--- src/rtl/mult_seq_legv8_pkg.sv ---
// Shared types and constants for the sequential shift-add multiplier and its ALU.
// Optional build macro used by the top: MULT_SEQ_EARLY_EXIT_EN.
package mult_seq_legv8_pkg;

   localparam int unsigned DATA_W = 64;
   localparam int unsigned CNT_W  = 6;

   localparam logic [CNT_W-1:0] ITER_LAST = 6'd63;

   typedef enum logic [1:0] {
      IDLE  = 2'd0,
      ADD   = 2'd1,
      SHIFT = 2'd2,
      DONE  = 2'd3
   } state_t;

   // FS[4:2] picks the operation; FS[1] inverts B and FS[0] inverts A.
   localparam logic [4:0] FS_AND = 5'b00000;
   localparam logic [4:0] FS_OR  = 5'b00100;
   localparam logic [4:0] FS_ADD = 5'b01000;
   localparam logic [4:0] FS_XOR = 5'b01100;
   localparam logic [4:0] FS_LSL = 5'b10000;
   localparam logic [4:0] FS_LSR = 5'b10100;

   localparam int STAT_V = 3;
   localparam int STAT_C = 2;
   localparam int STAT_N = 1;
   localparam int STAT_Z = 0;

endpackage

--- src/rtl/mult_seq_legv8_alu.sv ---
// LEGv8-style 64-bit ALU: logic ops, add with carry-in, shifts, and V/C/N/Z status.
module ALU_LEGv8
   import mult_seq_legv8_pkg::*;
(
   input  logic [DATA_W-1:0] a_i,
   input  logic [DATA_W-1:0] b_i,
   input  logic [4:0]        fs_i,
   input  logic              c0_i,
   output logic [DATA_W-1:0] f_o,
   output logic [3:0]        status_o
);

   logic [DATA_W-1:0] a_op;
   logic [DATA_W-1:0] b_op;
   logic [DATA_W:0]   sum;
   logic              carry;
   logic              ovfl;

   always_comb begin
      // NOTE: every output of this block gets a default first, so no path can infer a latch.
      f_o      = '0;
      carry    = 1'b0;
      ovfl     = 1'b0;
      status_o = '0;

      a_op = fs_i[0] ? ~a_i : a_i;
      b_op = fs_i[1] ? ~b_i : b_i;
      sum  = {1'b0, a_op} + {1'b0, b_op} + {{DATA_W{1'b0}}, c0_i};

      case (fs_i[4:2])
         FS_AND[4:2]: f_o = a_op & b_op;
         FS_OR[4:2]:  f_o = a_op | b_op;
         FS_ADD[4:2]: begin
            f_o   = sum[DATA_W-1:0];
            carry = sum[DATA_W];
            ovfl  = (a_op[DATA_W-1] == b_op[DATA_W-1]) && (sum[DATA_W-1] != a_op[DATA_W-1]);
         end
         FS_XOR[4:2]: f_o = a_op ^ b_op;
         FS_LSL[4:2]: f_o = a_i << b_i[5:0];
         FS_LSR[4:2]: f_o = a_i >> b_i[5:0];
         default:     f_o = '0;
      endcase

      status_o[STAT_V] = ovfl;
      status_o[STAT_C] = carry;
      status_o[STAT_N] = f_o[DATA_W-1];
      status_o[STAT_Z] = (f_o == '0);
   end

endmodule

--- src/rtl/mult_seq_legv8.sv ---
// Sequential 64x64 unsigned shift-add multiplier (low 64 bits plus overflow flag).
// Define MULT_SEQ_EARLY_EXIT_EN to finish as soon as the remaining multiplier bits are all zero.
module mult_seq_legv8
   import mult_seq_legv8_pkg::*;
(
   input  logic              clock,
   input  logic              reset_n,
   input  logic              start,
   input  logic [DATA_W-1:0] A,
   input  logic [DATA_W-1:0] B,
   output logic              busy,
   output logic              done,
   output logic [DATA_W-1:0] product,
   output logic              ovf
);

   state_t            state_q, state_d;
   logic [DATA_W-1:0] acc_q, acc_d;
   logic [DATA_W-1:0] mcand_q, mcand_d;
   logic [DATA_W-1:0] mplier_q, mplier_d;
   logic [DATA_W-1:0] product_q, product_d;
   logic [CNT_W-1:0]  count_q, count_d;
   logic              ovf_q, ovf_d;

   logic [DATA_W-1:0] alu_f;
   logic [3:0]        alu_status;
   logic [DATA_W-1:0] mplier_shr;
   logic              last_iter;
   logic              unused_status;

   ALU_LEGv8 u_alu (
      .a_i      (acc_q),
      .b_i      (mcand_q),
      .fs_i     (FS_ADD),
      .c0_i     (1'b0),
      .f_o      (alu_f),
      .status_o (alu_status)
   );

   assign unused_status = ^{alu_status[STAT_V], alu_status[STAT_N], alu_status[STAT_Z]};

   assign mplier_shr = {1'b0, mplier_q[DATA_W-1:1]};

`ifdef MULT_SEQ_EARLY_EXIT_EN
   assign last_iter = (count_q == ITER_LAST) || (mplier_shr == '0);
`else
   assign last_iter = (count_q == ITER_LAST);
`endif

   always_ff @(posedge clock or negedge reset_n) begin
      if (!reset_n) begin
         state_q   <= IDLE;
         acc_q     <= '0;
         mcand_q   <= '0;
         mplier_q  <= '0;
         product_q <= '0;
         count_q   <= '0;
         ovf_q     <= 1'b0;
      end else begin
         // NOTE: non-blocking updates so every register samples the pre-edge value of the others.
         state_q   <= state_d;
         acc_q     <= acc_d;
         mcand_q   <= mcand_d;
         mplier_q  <= mplier_d;
         product_q <= product_d;
         count_q   <= count_d;
         ovf_q     <= ovf_d;
      end
   end

   always_comb begin
      state_d   = state_q;
      acc_d     = acc_q;
      mcand_d   = mcand_q;
      mplier_d  = mplier_q;
      product_d = product_q;
      count_d   = count_q;
      ovf_d     = ovf_q;

      case (state_q)
         IDLE: begin
            if (start) begin
               acc_d    = '0;
               mcand_d  = A;
               mplier_d = B;
               count_d  = '0;
               ovf_d    = 1'b0;
               state_d  = ADD;
            end
         end
         ADD: begin
            if (mplier_q[0]) begin
               acc_d = alu_f;
               if (alu_status[STAT_C]) ovf_d = 1'b1;
            end
            state_d = SHIFT;
         end
         SHIFT: begin
            mcand_d  = {mcand_q[DATA_W-2:0], 1'b0};
            mplier_d = mplier_shr;
            count_d  = count_q + 1'b1;
            // A partial-product bit pushed past bit 63 still has multiplier bits left to meet it.
            if (mcand_q[DATA_W-1] && (mplier_shr != '0)) ovf_d = 1'b1;
            if (last_iter) begin
               // acc is final here, so loading product now makes it valid during the done pulse.
               product_d = acc_q;
               state_d   = DONE;
            end else begin
               state_d = ADD;
            end
         end
         DONE: state_d = IDLE;
         default: state_d = IDLE;
      endcase
   end

   assign busy    = (state_q != IDLE);
   assign done    = (state_q == DONE);
   assign product = product_q;
   assign ovf     = ovf_q;

endmodule

--- config.mk ---
export PLATFORM = sky130hd
export DESIGN_NAME = mult_seq_legv8
export DESIGN_NICKNAME = d
export VERILOG_FILES = /design/src/rtl/mult_seq_legv8_pkg.sv /design/src/rtl/mult_seq_legv8_alu.sv /design/src/rtl/mult_seq_legv8.sv
export SDC_FILE = /design/constraint.sdc
export NUM_CORES = 1
export LEC_CHECK = 0
export ABC_AREA = 1
export CORE_UTILIZATION = 49
export CTS_BUF_LIST = sky130_fd_sc_hd__clkbuf_8
export DETAILED_ROUTE_END_ITERATION = 8
export PLACE_DENSITY_LB_ADDON = 0.2
export SYNTH_ARGS = -nofsm -noshare
export SYNTH_HDL_FRONTEND = slang
export SYNTH_SLANG_ARGS = --single-unit
--- constraint.sdc ---
create_clock -name clock -period 1.9 [get_ports clock]
set_input_delay 0.19 -clock clock [delete_from_list [all_inputs] [get_ports clock]]
set_output_delay 0.19 -clock clock [all_outputs]
set_load 0.01 [all_outputs]
* Word level (Yosys, flattened, before mapping) *
Cells that the tools add are included.

word-level totals
  bits in writable memories = 0
  flip-flop bits (word level) = 265
  latch bits = 0
  memories kept = 0
  word-level logic and storage cells = 45
  input bits = 131
  memory bits (read-only) = 0

operators by class
  bitwise gates (word level) = 0
  $add $sub $neg = 2
  multiplexer cells = 17
  $lt $le $gt $ge = 0
  multipliers = 0
  shift operators = 0
  eq/ne operators = 8
  reduce and logical (&&, ||, !) cells = 11
  divide/modulo/power cells = 0

operators with widths
  kind                                                              count
  64-bit case mux with 2 select lines                               3
  64-bit two-way mux                                                4
  64-bit by 64-bit adder with 65-bit output                         1
  64-bit nonzero test                                               1
  6-bit case mux with 2 select lines                                1
  2-bit case mux with 4 select lines                                1
  6-bit by 1-bit adder with 6-bit output (second input constant)    1
  6-bit == test (second input constant)                             1
  6-bit two-way mux                                                 1
  2-bit != test (second input constant)                             3
  2-bit nonzero test                                                3
  5-bit AND reduction                                               1
  2-bit == test (second input constant)                             2
  1-bit two-way mux                                                 4
  2-bit two-way mux                                                 2
  2-bit AND reduction                                               2
  1-bit case mux with 3 select lines                                1
  3-bit AND reduction                                               1
  3-bit nonzero test                                                1
  2-bit by 1-bit == test with 1-bit output (second input constant)  1
  2-bit zero test                                                   1
  2-bit by 1-bit != test with 1-bit output (second input constant)  1
  1-bit logical AND                                                 1

* Longest topological paths before layout *
  word-level depth = 4
  gate-level depth with buffers = 16

* Hierarchy *
A second synthesis with hierarchy kept.

unflattened totals
  cells, all modules = 5037
  area total of the unflattened synthesis = 29198.0 µm²

by module, submodules not included
  module          area an instance (µm²)  instances  cells an instance
  ALU_LEGv8       17750.8                 1          3734
  mult_seq_legv8  11447.2                 1          1303

* Worst setup path before layout *
OpenSTA, ideal clock, no wires.

  kind = register -> register
  start = register acc_q[0]
  end = register acc_q[28]
  setup slack = -115 ps
  cell stages (with the launch flop) = 12
  path buffers = 0
  arrival time = 1898 ps
  library setup time = 117 ps
  period minus slack after synthesis = 2015 ps
  data required time = 1783 ps
  cell sequence = dfrtp_1 ha_1 fa_1 nand3_1 nand3_1 nand3_1 nand3_1 nand2_1 nand2_1 or2_2 nand3_1 nand2_1

on the way
  word-level cells in the longest chain between the ends = 3

ends and longest elaborated chain
  element                                    line                      RTL
  from (decl)                                mult_seq_legv8.sv:18      logic [DATA_W-1:0] acc_q, acc_d;
  from (signal assigned)                     mult_seq_legv8.sv:53      acc_q <= '0;
  from (signal assigned)                     mult_seq_legv8.sv:62      acc_q <= acc_d;
  64-bit by 64-bit adder with 65-bit output  mult_seq_legv8_alu.sv:28  sum = {1'b0, a_op} + {1'b0, b_op} + {{DATA_W{1'b0}}, c0_i};
  64-bit two-way mux                         mult_seq_legv8.sv:92      if (mplier_q[0]) begin
  64-bit case mux with 2 select lines        mult_seq_legv8.sv:80      case (state_q)

No other way between the ends. The select of a mux whose other input is x is not followed.
A chain may end at the register's enable or synchronous reset.

* Final worst setup path *
  start = register acc_q[19]
  end = register acc_q[28]

Same word-level chain as after synthesis.

==> results.cfg <==
[critical_path]
cpMostUsedCell = nand2_1
critPathMaxFanout = 4
cp_slowest_cell = dfrtp_1
slowest_delay_ns = 0.42
end_kind = flop
startpoint_type = flop
arrival_ns = 2.66
required_ns = 2.42
path_class = reg -> reg
path_cells = ha_4 -> nand2_1 -> inv_1 -> nand2_1 -> nand2_1 -> inv_1 -> nand2_1 -> a21oi_4 -> nand2_8 -> buf_6 -> or2_4 -> nand3_2 -> nand2_1

[layout]
finalNetCount = 3250
syn2layout_area_growth_pct = 52.0
fin_area_um2 = 25900
diodes = 0
drive_above_1_share_pct = 31.5
layoutNonFillerInstCount = 3532
utilization_pct = 76.5

[sta]
finalCriticalPeriod_ns = 2.15
setup_viol = 52
rsz0062_at_grt = yes
maxSlewViolCount = 0
timing.fmax_ghz = 0.466
fin_ws_ns = -0.247
finalHoldViolCount = 0
holdWs_ns = 0.127
fin_crit_sh_pct = 113
finalClockSkew_ns = 0.0349
tightest_slew_ns = 0.552
tns_ns = -5.78
slew_headroom_pct = 63.2

[job]
drv_cap = 0

[synth]
ys_warn_count = 0
synth_top_area_share_pct = 38.9
synth_area_um2 = 17000
yosysMostFrequentCell = nand2_1
synth_top_area_cell = dfrtp_1
synth_cell_types = 33
synth_commonest_cells = 1002 x nand2_1, 396 x inv_1, 276 x nor2_1, 265 x dfrtp_1, 120 x a31oi_1
synthesis.nets = 2753
synth-edff-count = 0
yosysSeqAreaShare_pct = 38.9
synth_cells = 2551
ys_seq_elements = 265
synth_top_cells_by_area = dfrtp_1 39%, nand2_1 22%, inv_1 8.7%
avgSynthCellArea_um2 = 6.68
synthFlopType = dfrtp_1
async_reset_ff_share_pct = 100

[placed_design]
pre_cts_slack_ns = -0.477
dp_hpwl_um = 42000
numPortBuffers = 197
placedCellCount = 3374
gp_congestion = 0.978
placed_area_um2 = 21300

[cts]
clk_pin_slew_ns = 0.08
clock_path_buffers = 3
htreeDepth = 2
clk_latency_ns = 0.62
clockRootBuffer = clkbuf_8
clock_sinks = 265
tritoncts = yes
cts_made_buffers = 47

[detailed_routing]
antenna_left = 0
vias = 18700
post_drt_via_cell_ratio = 5.31
wl_um = 63800
wl_per_cell_um = 18.1
drtIter0Drc = 1493
drc = 0
drt_pass1_iterations = 6

[power_and_ir_drop]
power_mw = 50.7
vdd.ir_drop.worst_mv = 1.15
p_per_area_nw_per_um2 = 1960
p_leak_nw = 13.1

[die]
core_um2 = 33900
die_w_um = 189
fp.dieH_um = 189
start_util_pct = 50.3
ios = 198
placement_rows = 67
dieArea_um2 = 35500

[hold_path]
hp-class = in -> reg

[grt]
overflow = 0
antenna_found_initial = 1
grt_start_max_net_pins = 120
grt_pass1_vias = 18100
grt_pass1_wl_um = 93300
gr-usage-all-layers_pct = 33.2

[run_status]
violations = setup timing
status = finished, violations left
[cell families (layout without fill, tap and decap cells)]
logic type,count (synthesis),count (layout),share of synthesized area [%]
multiplexers,34,34,2.25
flip-flops,265,265,38.9
AND/OR/NAND/NOR,1389,1389,31.6
adder cells (fa/ha/maj),71,71,5.26
buffers and inverters,478,1011,11.5
AO/OA/AOI/OAI,314,314,10.5
[path summary, 6_finish.rpt]
kind / end / cells after the start / startpoint / slack [ns]
min reg2reg: ovf / 2 / ovf / 0.47
max reg2reg: acc_q[28] / 13 / acc_q[19] / -0.25
max in group asynchronous: product[55] / 3 / reset_n / 1.05
min in group asynchronous: mcand_q[13] / 2 / reset_n / 0.14
min: mplier_q[63] / 3 / B[63] / 0.13
max: acc_q[28] / 13 / acc_q[19] / -0.25
[layer usage]
metal	GRT usage (%)	vias to the layer above	share of wire, %	wire [µm]
met5	0	-	0.030	19
met4	10.5	2	3.0	1940
met3	7.26	129	8.1	5140
met2	53.4	755	46	29400
met1	44.4	8911	43	27400
li1	-	8941	-	-
[critical path: cells and delay by family, from the launching register on]
family                     cells  cell delay, ns
DFF                            1            0.42
AOI/OAI and AO/OA              1            0.25
and+or+nand+nor                8            0.88
buffers and inverters          3            0.26
adders and majority gates      1            0.28
[cell type report]
type	instances	area, µm²
clock buffer	59	812
clock inverter	26	206
fill	2517	7960
inverter	401	1510
multi-input combinational	1808	11300
sequential	265	6640
tap	448	561
timing repair buffer	525	4910
[sequential cells by signal (all words and copies together) (netlist names)]
| name | cells |
|---|---|
| mplier_q | 64 |
| count_q | 6 |
| ovf | 1 |
| state_q | 2 |
| mcand_q | 64 |
| acc_q | 64 |
| product | 64 |
[repair_timing]
action,4_1_cts,5_1_grt
hold buffers,1,0
endpoints found under the hold margin,253,0
cloned,0,10
pin swaps,107,163
buffers inserted,31,33
resized for setup,416,318
setup endpoints to repair,70,188
[placed cells by master (no fill, tap or decap), types with 8 or more instances in the layout]
master / instances
o21ai_0: 40
inv_2: 38
o21ai_1: 51
a21oi_1: 29
clkinv_2: 8
a31oi_2: 8
mux2_2: 34
nand3_2: 26
a21oi_4: 11
dfrtp_1: 258
nor2_1: 198
ha_4: 59
a31oi_1: 111
ha_1: 10
buf_6: 36
nand3_1: 47
nand2_1: 762
clkdlybuf4s50_1: 194
nor2_4: 38
inv_1: 374
a21oi_2: 32
buf_4: 268
nor2_2: 40
nand3_4: 9
clkbuf_8: 59
nand2_2: 171
nand2_4: 64
buf_12: 13
[power by group]
part           internal (mW)  total [mW]  leakage [nW]  switching (mW)
logic                   14.8        35.4          9.27            20.6
clock network           3.22        5.82         0.580            2.60
registers               7.67        9.52          3.28            1.85
Power figures use the tool's default switching activity.
